File: src/rtl/hazard_ctrl.sv
// rtl/hazard_ctrl.sv - pipeline hazard controller: stalls, forwarding selects, md sequencer, stall counter
module hazard_ctrl #(
    parameter int MULT_CYC = 5,
    parameter int DIV_CYC  = 10
) (
    input  logic        clk,
    input  logic        reset,
    input  logic [4:0]  rs_D,
    input  logic [4:0]  rt_D,
    input  logic [1:0]  Tuse_rs_D,
    input  logic [1:0]  Tuse_rt_D,
    input  logic        md_use_D,
    input  logic [4:0]  rs_E,
    input  logic [4:0]  rt_E,
    input  logic [4:0]  A3_E,
    input  logic [1:0]  Tnew_E,
    input  logic        start_E,
    input  logic        md_op_E,
    input  logic [4:0]  rt_M,
    input  logic [4:0]  A3_M,
    input  logic [1:0]  Tnew_M,
    input  logic [4:0]  A3_W,
    output logic        StallF,
    output logic        StallD,
    output logic        FlushE,
    output logic [1:0]  FwdRsD,
    output logic [1:0]  FwdRtD,
    output logic [1:0]  FwdRsE,
    output logic [1:0]  FwdRtE,
    output logic        FwdRtM,
    output logic        md_busy,
    output logic [31:0] stall_cnt
);

    logic [3:0] cnt;
    logic [3:0] cnt_next;
    logic       stall_rs;
    logic       stall_rt;
    logic       stall_md;
    logic       stall;

    // Register 0 is hardwired zero, so it never produces a dependency.
    function automatic logic reg_hit(input logic [4:0] r, input logic [4:0] a3);
        return (r != 5'd0) && (r == a3);
    endfunction

    // D-stage select: the youngest ready producer wins (E > M > W).
    function automatic logic [1:0] fwd_d(input logic [4:0] r);
        if (reg_hit(r, A3_E) && (Tnew_E == 2'd0))
            return 2'd1;
        else if (reg_hit(r, A3_M) && (Tnew_M == 2'd0))
            return 2'd2;
        else if (reg_hit(r, A3_W))
            return 2'd3;
        else
            return 2'd0;
    endfunction

    // E-stage select: only M and W can feed the ALU inputs.
    function automatic logic [1:0] fwd_e(input logic [4:0] r);
        if (reg_hit(r, A3_M) && (Tnew_M == 2'd0))
            return 2'd2;
        else if (reg_hit(r, A3_W))
            return 2'd3;
        else
            return 2'd0;
    endfunction

    // Stall when an operand is needed sooner than its producer can deliver it,
    // or when a md instruction meets a busy or just-starting md unit.
    always_comb begin
        stall_rs = (reg_hit(rs_D, A3_E) && (Tuse_rs_D < Tnew_E)) ||
                   (reg_hit(rs_D, A3_M) && (Tuse_rs_D < Tnew_M));
        stall_rt = (reg_hit(rt_D, A3_E) && (Tuse_rt_D < Tnew_E)) ||
                   (reg_hit(rt_D, A3_M) && (Tuse_rt_D < Tnew_M));
        stall_md = md_use_D && (md_busy || start_E);
        stall    = stall_rs || stall_rt || stall_md;
        StallF   = stall;
        StallD   = stall;
        FlushE   = stall;
    end

    // Forwarding mux selects for D, E and M consumers.
    always_comb begin
        FwdRsD = fwd_d(rs_D);
        FwdRtD = fwd_d(rt_D);
        FwdRsE = fwd_e(rs_E);
        FwdRtE = fwd_e(rt_E);
        FwdRtM = reg_hit(rt_M, A3_W);
    end

    // Next count: load on start when idle, otherwise run down to zero.
    always_comb begin
        cnt_next = cnt;
        if (cnt == 4'd0) begin
            if (start_E)
                cnt_next = md_op_E ? 4'(DIV_CYC) : 4'(MULT_CYC);
        end else begin
            cnt_next = cnt - 4'd1;
        end
    end

    // Md sequencer state with busy flag registered from the next count.
    always_ff @(posedge clk or negedge reset) begin
        if (!reset) begin
            cnt     <= 4'd0;
            md_busy <= 1'b0;
        end else begin
            cnt     <= cnt_next;
            md_busy <= (cnt_next != 4'd0);
        end
    end

    // Saturating count of stalled cycles.
    always_ff @(posedge clk or negedge reset) begin
        if (!reset)
            stall_cnt <= 32'd0;
        else if (stall && (stall_cnt != 32'hFFFF_FFFF))
            stall_cnt <= stall_cnt + 32'd1;
    end

endmodule

File: config.mk
export PLATFORM = sky130hd
export DESIGN_NAME = hazard_ctrl
export DESIGN_NICKNAME = d
export VERILOG_FILES = /design/src/rtl/hazard_ctrl.sv
export SDC_FILE = /design/constraint.sdc
export NUM_CORES = 1
export LEC_CHECK = 0
export BUFFER_PORTS_ARGS = -buffer_cell sky130_fd_sc_hd__buf_2
export CAP_MARGIN = 20
export CORE_ASPECT_RATIO = 1.25
export CORE_UTILIZATION = 51
export CTS_CLUSTER_SIZE = 8
export DETAILED_ROUTE_END_ITERATION = 10
export PLACE_DENSITY = 0.81
export SLEW_MARGIN = 20
export SYNTH_ARGS = -nofsm -noshare
export SYNTH_HDL_FRONTEND = slang
export SYNTH_SLANG_ARGS = --single-unit
export TNS_END_PERCENT = 50
File: constraint.sdc
create_clock -name clk -period 3.9 [get_ports clk]
set_clock_uncertainty 0.2 [all_clocks]
set_input_delay 0.585 -clock clk [delete_from_list [all_inputs] [get_ports clk]]
set_output_delay 0.585 -clock clk [all_outputs]
set_load 0.02 [all_outputs]
Word level (Yosys, flattened, before mapping)
Index checks and enable logic that the tools add are counted.
{"block": "totals", "inputBits": 53, "elab_cells": 71, "ff_bits": 37}
{"block": "op_classes", "n_mux": 13, "eq_ne": 12, "reduce_logical": 37, "n_addsub": 2, "n_lt_le_gt_ge": 4}
{"operator": "equality test 5 bit", "n": 11}
{"operator": "adder 32 x 1 -> 32 bit (second input constant)", "n": 1}
{"operator": "!= test 32 bit (second input constant)", "n": 1}
{"operator": "nonzero test 5 bit", "n": 5}
{"operator": "logical AND 1 bit", "n": 23}
{"operator": "2-to-1 mux 2 bit", "n": 10}
{"operator": "2-to-1 mux 4 bit", "n": 3}
{"operator": "less-than comparator 2 bit", "n": 4}
{"operator": "logical OR 1 bit", "n": 5}
{"operator": "logical NOT 2 bit", "n": 2}
{"operator": "logical NOT 4 bit", "n": 1}
{"operator": "nonzero test 4 bit", "n": 1}
{"operator": "subtractor 4 x 1 -> 4 bit (second input constant)", "n": 1}

Depth between registers and ports, before layout
Gate-level depths: netlist of the first run.
{"block": "logic_depth", "word_depth": 7, "depth_mapped": 9, "depth_no_buf": 7}

Worst setup path before layout of the first run
OpenSTA, ideal clock, no wires.
{"block": "synth_timing", "kind": "input -> output", "start": "input port rs_D[1]", "end": "output port StallD", "arrival_time_ps": 2519, "required_time_ps": 3115, "stages": 7, "setup_slack_ps": 596, "path_buffers": 3, "cell_sequence": "or4_1 > or2_1 > and4_4 > or4_4 > buf_6 > buf_2 > buf_4"}
{"block": "synth_between", "elab_chain_cells": 6, "elab_cells_between_ends": 10}
{"item": "start: declaration", "line_no": "8", "rtl": "input logic [4:0] rs_D,"}
{"item": "equality test 5 bit or nonzero test 5 bit (tied branches)", "line_no": "44", "rtl": "return (r != 5'd0) && (r == a3);"}
{"item": "logical AND 1 bit", "line_no": "44"}
{"item": "logical AND 1 bit, on equally long branches", "line_no": "72, 73"}
{"item": "logical OR 1 bit (*)", "line_no": "72", "rtl": "stall_rs = (reg_hit(rs_D, A3_E) && (Tuse_rs_D < Tnew_E)) ||"}
{"item": "logical OR 1 bit (*) (2 in a row)", "line_no": "77", "rtl": "stall = stall_rs || stall_rt || stall_md;"}
{"item": "end: declaration", "line_no": "24", "rtl": "output logic StallD,"}
Mark *: on every way between the ends. The rest lies on a longest branch, timed or not.

Worst setup path after layout of the first run
{"block": "layout_timing", "start": "input port rs_D[1]", "end": "output port StallF"}
{"block": "layout_between", "elab_chain_cells": 6, "elab_cells_between_ends": 10}
{"item": "equality test 5 bit or nonzero test 5 bit (tied branches)", "line_no": "44"}
{"item": "logical AND 1 bit", "line_no": "44"}
{"item": "logical AND 1 bit, on equally long branches", "line_no": "72, 73"}
{"item": "logical OR 1 bit (*)", "line_no": "72"}
{"item": "logical OR 1 bit (*) (2 in a row)", "line_no": "77"}
{"item": "end: declaration", "line_no": "23", "rtl": "output logic StallF,"}
Marks and branches as above.

==> summary.txt, run 1 <==
Outcome
  • Outcome: completed

GRT
  • Global-route wire length before repair: 10.4 mm
  • Number of global-route vias before repair: 2437
  • Global route overflow: 0
  • Antenna violations before repair: 0
  • Largest net degree at the start of global routing: 38
  • Total global-route track usage: 0.234

Layout
  • Layout cells sized above 1: 0.271
  • Ant. Diodes: 0
  • Util after Layout: 0.661
  • Area growth, synth to finish: 21.6%
  • Fin cells: 476
  • # nets final: 472

Timing
  • Final period utilization: 0.854
  • TNS Setup: 0 ns
  • Final Critical Period: 3.33 ns
  • FMAX: 300 MHz
  • Unrepaired setup endpoints after global routing: false
  • Worst hold slack: 0.180 ns
  • Slew Limit Fails: 0
  • Hold Fails Final Rpt: 0
  • Slew @ Worst Pin: 0.819 ns
  • Final setup viols: 0
  • Slew headroom: 0.454

Clock network
  • Root buf cell: clkbuf_8
  • Clk_lat worst skew: 0.29 ns
  • Postcts setup bufs: 0
  • Clk pin slew, worst setup/hold paths: 0.08 ns
  • Clk buf depth: 2
  • Post-CTS Hold Buffers: 0
  • Clk sink count: 37
  • # resized after CTS: 0
  • Cts bufs inserted: 5
  • H-tree depth: 2
  • CTS tree: yes

Worst hold path
  • Hold crit path type: in2async

Synthesis
  • Yosys top cell by area: dfrtp_1
  • Post-synthesis average cell area: 8.70 um^2
  • Post-Syn Instances: 324
  • Synth warn: 0
  • Synth top area share: 0.328
  • Part of the Yosys area used for sequential elements: 0.328
  • Synth top area cells: dfrtp_1 33%, xnor2_1 17%, xor2_1 7.5%, nand4_1 5.5%, nand3_1 3.7%
  • Most numerous cell in the Yosys netlist: xnor2_1
  • Mapped Area: 2820 um^2
  • Mapped Nets: 383
  • Synth async-reset ratio: 1.00
  • Number of register bits inferred by synthesis: 37
  • Synth cell types: 40
  • Post-synth top cells: 56 x xnor2_1, 37 x dfrtp_1, 25 x nand4_1
  • Synth Flop Type: dfrtp_1
  • Post-synth EDFFs: 0

Setup path
  • WS Path Type: in2out
  • Max Fanout on Critical Path: 15
  • CP Capture Type: primary output
  • Arrival time at the worst endpoint: 2.54 ns
  • CP required: 3.12 ns
  • Worst Setup Start Kind: primary input
  • Worst-case reg-to-reg path depth: 8

Place
  • Post-detail-place hpwl: 5.08 mm
  • Port Buffers: 97
  • Dpl cells: 468
  • Routability cong.: 0.822

Die
  • Die area: 5830 um^2
  • Rows: 29
  • # IOs: 98
  • Chip height: 85.1 um
  • Initial core utilization: 0.544
  • Core region area: 5190 um^2
  • DIE WIDTH: 68.5 um

Detailed routing
  • Via density per instance: 5.49
  • Post-route ant nets: 0
  • Detailed Routing Iterations Pass 1: 4
  • Initial drt markers: 102
  • Routed length per placed instance: 13.9 um
  • Via count: 2614
  • Post-Route WL: 6.63 mm
  • Detailed-route DRC error count: 0

Power
  • Peak supply drop: 0.373 mV
  • Pwr dens: 371 nW/um^2
  • Lkg Pwr: 1.63 nW

Run
  • Max Cap Viol: 0
[flip-flops by register name (all words and copies together) (netlist names)]
| signal | cells |
|---|---|
| stall_cnt | 32 |
| cnt | 4 |
| md_busy | 1 |
[cells by family (layout without fill, tap and decap cells)]
family	count (synthesis)	after routing	share of synthesized area
xor+xnor	80	80	0.248
buf+inv	28	118	0.0461
fa+ha+maj	6	6	0.0266
compound gates	20	20	0.0453
simple gates	147	147	0.282
flops	37	37	0.328
mux	6	6	0.0235
[worst max-delay path, cell delays in order]
cell,delay [ns]
buf_2,0.13
or4_1,0.55
or2_1,0.26
and4_4,0.18
or4_4,0.62
buf_2,0.21
[stage by stage]
step           area, um^2  setup slack (ns)  power (W)
6_report             3430             0.570    0.00127
5_1_grt              3430             0.534    0.00136
4_1_cts              3430             0.577    0.00128
3_5_place_dp         3310             0.535   0.000939
3_3_place_gp         3310             0.541   0.000925
2_1_floorplan        2820             0.596   0.000801
[cell type report]
class                           count  area, um^2
Fill cell                         430        1760
Clock buffer                        7        86.3
Clock inverter                      1        30.0
Sequential cell                    37         926
Inverter                           10        37.5
Tap cell                           62        77.6
Multi-Input combinational cell    259        1760
Timing Repair Buffer              100         508
[where the power goes]
group	internal, W	switching (W)	total (W)
Combinational	0.000178	0.000245	0.000424
Sequential	0.000444	0.0000641	0.000508
Clock	0.000209	0.000133	0.000341
Total	0.000831	0.000442	0.00127
[worst paths after layout]
check / from / to / slack [ns]
setup / recovery: rs_D[1] / StallF / 0.57
setup reg to reg: stall_cnt[0] / stall_cnt[1] / 1.29
min in group clk: stall_cnt[11] / stall_cnt[11] / 0.29
hold / removal: reset / stall_cnt[30] / 0.18
hold reg to reg: stall_cnt[11] / stall_cnt[11] / 0.29
max in group asynchronous: reset / stall_cnt[4] / 2.78
[layer usage]
| layer | up-vias | share of wire | GRT usage | routed length [um] |
|---|---|---|---|---|
| li1 | 1290 | - | - | - |
| met1 | 1236 | 0.43 | 0.278 | 2860 |
| met2 | 79 | 0.50 | 0.413 | 3300 |
| met3 | 9 | 0.055 | 0.0363 | 367 |
| met4 | 0 | 0.014 | 0.0795 | 95 |
| met5 | - | 0 | 0 | 0 |
[placed cells by master (no fill, tap or decap), types with 4 or more instances in the layout]
cell and instances:
nor3_1 10, ha_1 6, nand4_1 25, xnor2_1 56, nand2_1 24, nand2b_1 6
a21oi_1 5, clkbuf_8 6, o21ai_0 5, nor4_1 4, nor2_1 23, and3_1 13
xor2_1 24, inv_1 10, nor2b_1 5, nand3_1 21, dfrtp_1 37, buf_2 97
No activity file was read; power rests on OpenSTA's default activity.
==> run 2, diff against run 1 <==
- CORE_ASPECT_RATIO: 1.25 -> 1.5
==> run 2 against run 1 <==
Compared with the run above:
- first-iteration DRC count fell by 0.98%
- flip-flop and latch count did not move
- maximum frequency fell by 3.6%
- clock power fell by 19%
- power fell by 4.3%
- die area barely moved
- routed wire length rose by 8.7%
- cell count rose by 0.63%
- non-clock buffer count fell by 2
- sequential share of layout area rose by 0.27 points
- largest power group unchanged
- highest routed layer unchanged
==> summary.txt, run 2 (same netlist as run 1, synthesis figures left out) <==
Outcome
  • Outcome: completed

Timing
  • Final setup viols: 0 (unchanged)
  • Unrepaired setup endpoints after global routing: false
  • Slew @ Worst Pin: 0.821 ns (+0.00155 ns)
  • Slew Limit Fails: 0 (unchanged)
  • Hold Fails Final Rpt: 0 (unchanged)
  • Final period utilization: 0.886 (+0.0322)
  • Slew headroom: 0.451 (-0.00236)
  • Final Critical Period: 3.46 ns (+0.126 ns)
  • TNS Setup: 0 ns (unchanged)
  • FMAX: 289 MHz (-3.6%)

Layout
  • Fillers: 448 (+4.2%)
  • Fin cells: 479 (+0.63%)
  • Multi-input gate area: 1760 um^2 (unchanged)
  • Biggest register: stall_cnt
  • Seq. cell area: 926 um^2 (unchanged)
  • # nets final: 470 (-0.42%)
  • Top flop regs: stall_cnt x32, cnt x4, md_busy x1
  • Leading cell types in the layout, fill and taps excluded: 97 x buf_2, 56 x xnor2_1, 37 x dfrtp_1
  • Max reg flops: 32 (unchanged)
  • Commonest non-fill, non-tap cell in the layout: buf_2
  • Layout cells sized above 1: 0.268 (-0.00289)
  • Ant. Diodes: 0 (unchanged)
  • Area growth, synth to finish: 20.4%

Clock network
  • Cts bufs inserted: 5 (unchanged)
  • Clk pin slew, worst setup/hold paths: 0.08 ns (about the same)
  • H-tree depth: 2 (unchanged)
  • Post-CTS Hold Buffers: 0 (unchanged)
  • Postcts setup bufs: 0 (unchanged)
  • Root buf cell: clkbuf_8
  • Clk sink count: 37 (unchanged)
  • # resized after CTS: 0 (unchanged)
  • Clk buf depth: 2 (unchanged)
  • Clk_lat worst skew: 0.29 ns (about the same)
  • CTS tree: yes

GRT
  • Largest net degree at the start of global routing: 38 (unchanged)
  • Antenna violations before repair: 0 (unchanged)
  • Global route overflow: 0 (unchanged)
  • Total global-route track usage: 0.261 (+0.0278)
  • Global-route wire length before repair: 12.1 mm (+16%)
  • Number of global-route vias before repair: 2565 (+5.3%)

Place
  • Port Buffers: 97 (unchanged)
  • Dpl cells: 472 (+0.85%)
  • Post-detail-place hpwl: 5.60 mm (+10%)
  • Routability cong.: 0.957 (+16%)

Power
  • Clock power share: 0.226 (-0.042)
  • Peak supply drop: 0.445 mV (+19%)
  • Seq pwr share: 0.418 (+0.019)
  • Psw: 0.000457 W (+3.4%)
  • Comb pwr share: 0.356 (+0.023)
  • Lkg Pwr: 1.60 nW (-1.5%)
  • Internal power: 0.000761 W (-8.4%)
  • Switching Share: 0.375 (+0.0279)
  • Pwr dens: 359 nW/um^2 (-3.4%)

Setup path
  • Most frequent CP cell: buf_2
  • Arrival time at the worst endpoint: 2.67 ns (+0.13 ns)
  • Largest stage delay, worst path: 0.70 ns (+0.08 ns)
  • Worst flop-to-flop path startpoint: stall_cnt[0]
  • CP required: 3.12 ns (about the same)
  • Crit path cell chain: buf_2 > or4_1 > or2_1 > and4_4 > or4_4 > buf_2
  • Worst-case reg-to-reg path depth: 7 (-1)
  • Critical path's slowest cell: or4_4
  • FF-to-FF setup slack: 1.10 ns (-0.19 ns)
  • Max Fanout on Critical Path: 34 (+19)
  • Reg2reg end: stall_cnt[1]
  • Worst Setup Start Kind: primary input
  • WS Path Type: in2out
  • CP Capture Type: primary output

Run
  • Max Cap Viol: 0 (unchanged)

Detailed routing
  • Post-route ant nets: 0 (unchanged)
  • Post-Route WL: 7.20 mm (+8.7%)
  • Via count: 2665 (+2.0%)
  • Initial drt markers: 101 (-0.98%)
  • Detailed-route DRC error count: 0 (unchanged)
  • Routed length per placed instance: 15.0 um (+8.0%)
  • Via density per instance: 5.56 (+1.3%)
  • Detailed Routing Iterations Pass 1: 4 (unchanged)

Die
  • Die area: 5840 um^2 (about the same)
  • Core region area: 5250 um^2 (+1.1%)
  • Rows: 32 (+10%)
  • DIE WIDTH: 62.7 um (-8.5%)
  • Initial core utilization: 0.538 (-0.00583)
  • Chip height: 93.1 um (+9.3%)
  • # IOs: 98 (unchanged)

Worst hold path
  • Hold crit path type: in2async
-- run 2: final cells by class --
type                       count  area share
multi-input combinational    259       0.520
sequential                    37       0.273
timing repair buffer          98       0.145
tap                           68      0.0251
clock buffer                   6      0.0243
inverter                      10      0.0111
clock inverter                 1     0.00221
-- run 2: critical path, delay by kind of cell --
kind,cells,cell delay [ns]
buffers and inverters,2,0.37
AND/OR/NAND/NOR,4,1.71
-- run 2: worst max path at each step --
stage,endpoint,cells past startpoint,slack [ns],start
floorplan,StallD,7,0.60,rs_D[1]
global placement,FlushE,6,0.48,rs_D[1]
detailed placement,StallD,6,0.47,rs_D[1]
CTS,StallD,6,0.45,rs_D[1]
global route,StallF,6,0.39,rs_D[1]
finish,StallD,6,0.44,rs_D[1]
-- run 2: stage by stage --
step	hold WS, ns	cell area, um^2	setup WS, ns	total power [W]	util
3_5_place_dp	0.277	3310	0.469	0.000948	0.630
6_report	0.177	3400	0.445	0.00122	0.647
3_3_place_gp	0.270	3310	0.479	0.000928	0.630
2_1_floorplan	0.0894	2820	0.596	0.000801	-
4_1_cts	0.208	3400	0.455	0.00123	0.647
5_1_grt	0.258	3400	0.388	0.00129	0.647
-- run 2: routing by layer --
layer,part of all wire,vias to the layer above,GRT usage
met5,0,-,0
met4,0.022,0,0.103
met3,0.060,10,0.0427
met2,0.53,108,0.485
met1,0.39,1254,0.294
li1,-,1293,-
-- run 2: power by group through the flow --
| stage | clock network [W] | registers (W) | logic (W) |
|---|---|---|---|
| after floorplan | 0 | 0.000548 | 0.000253 |
| after global placement | 0 | 0.000514 | 0.000414 |
| final | 0.000275 | 0.000509 | 0.000433 |
| after CTS | 0.000282 | 0.000508 | 0.000435 |
| after global routing | 0.000293 | 0.000518 | 0.000477 |
| after detailed placement | 0 | 0.000515 | 0.000433 |
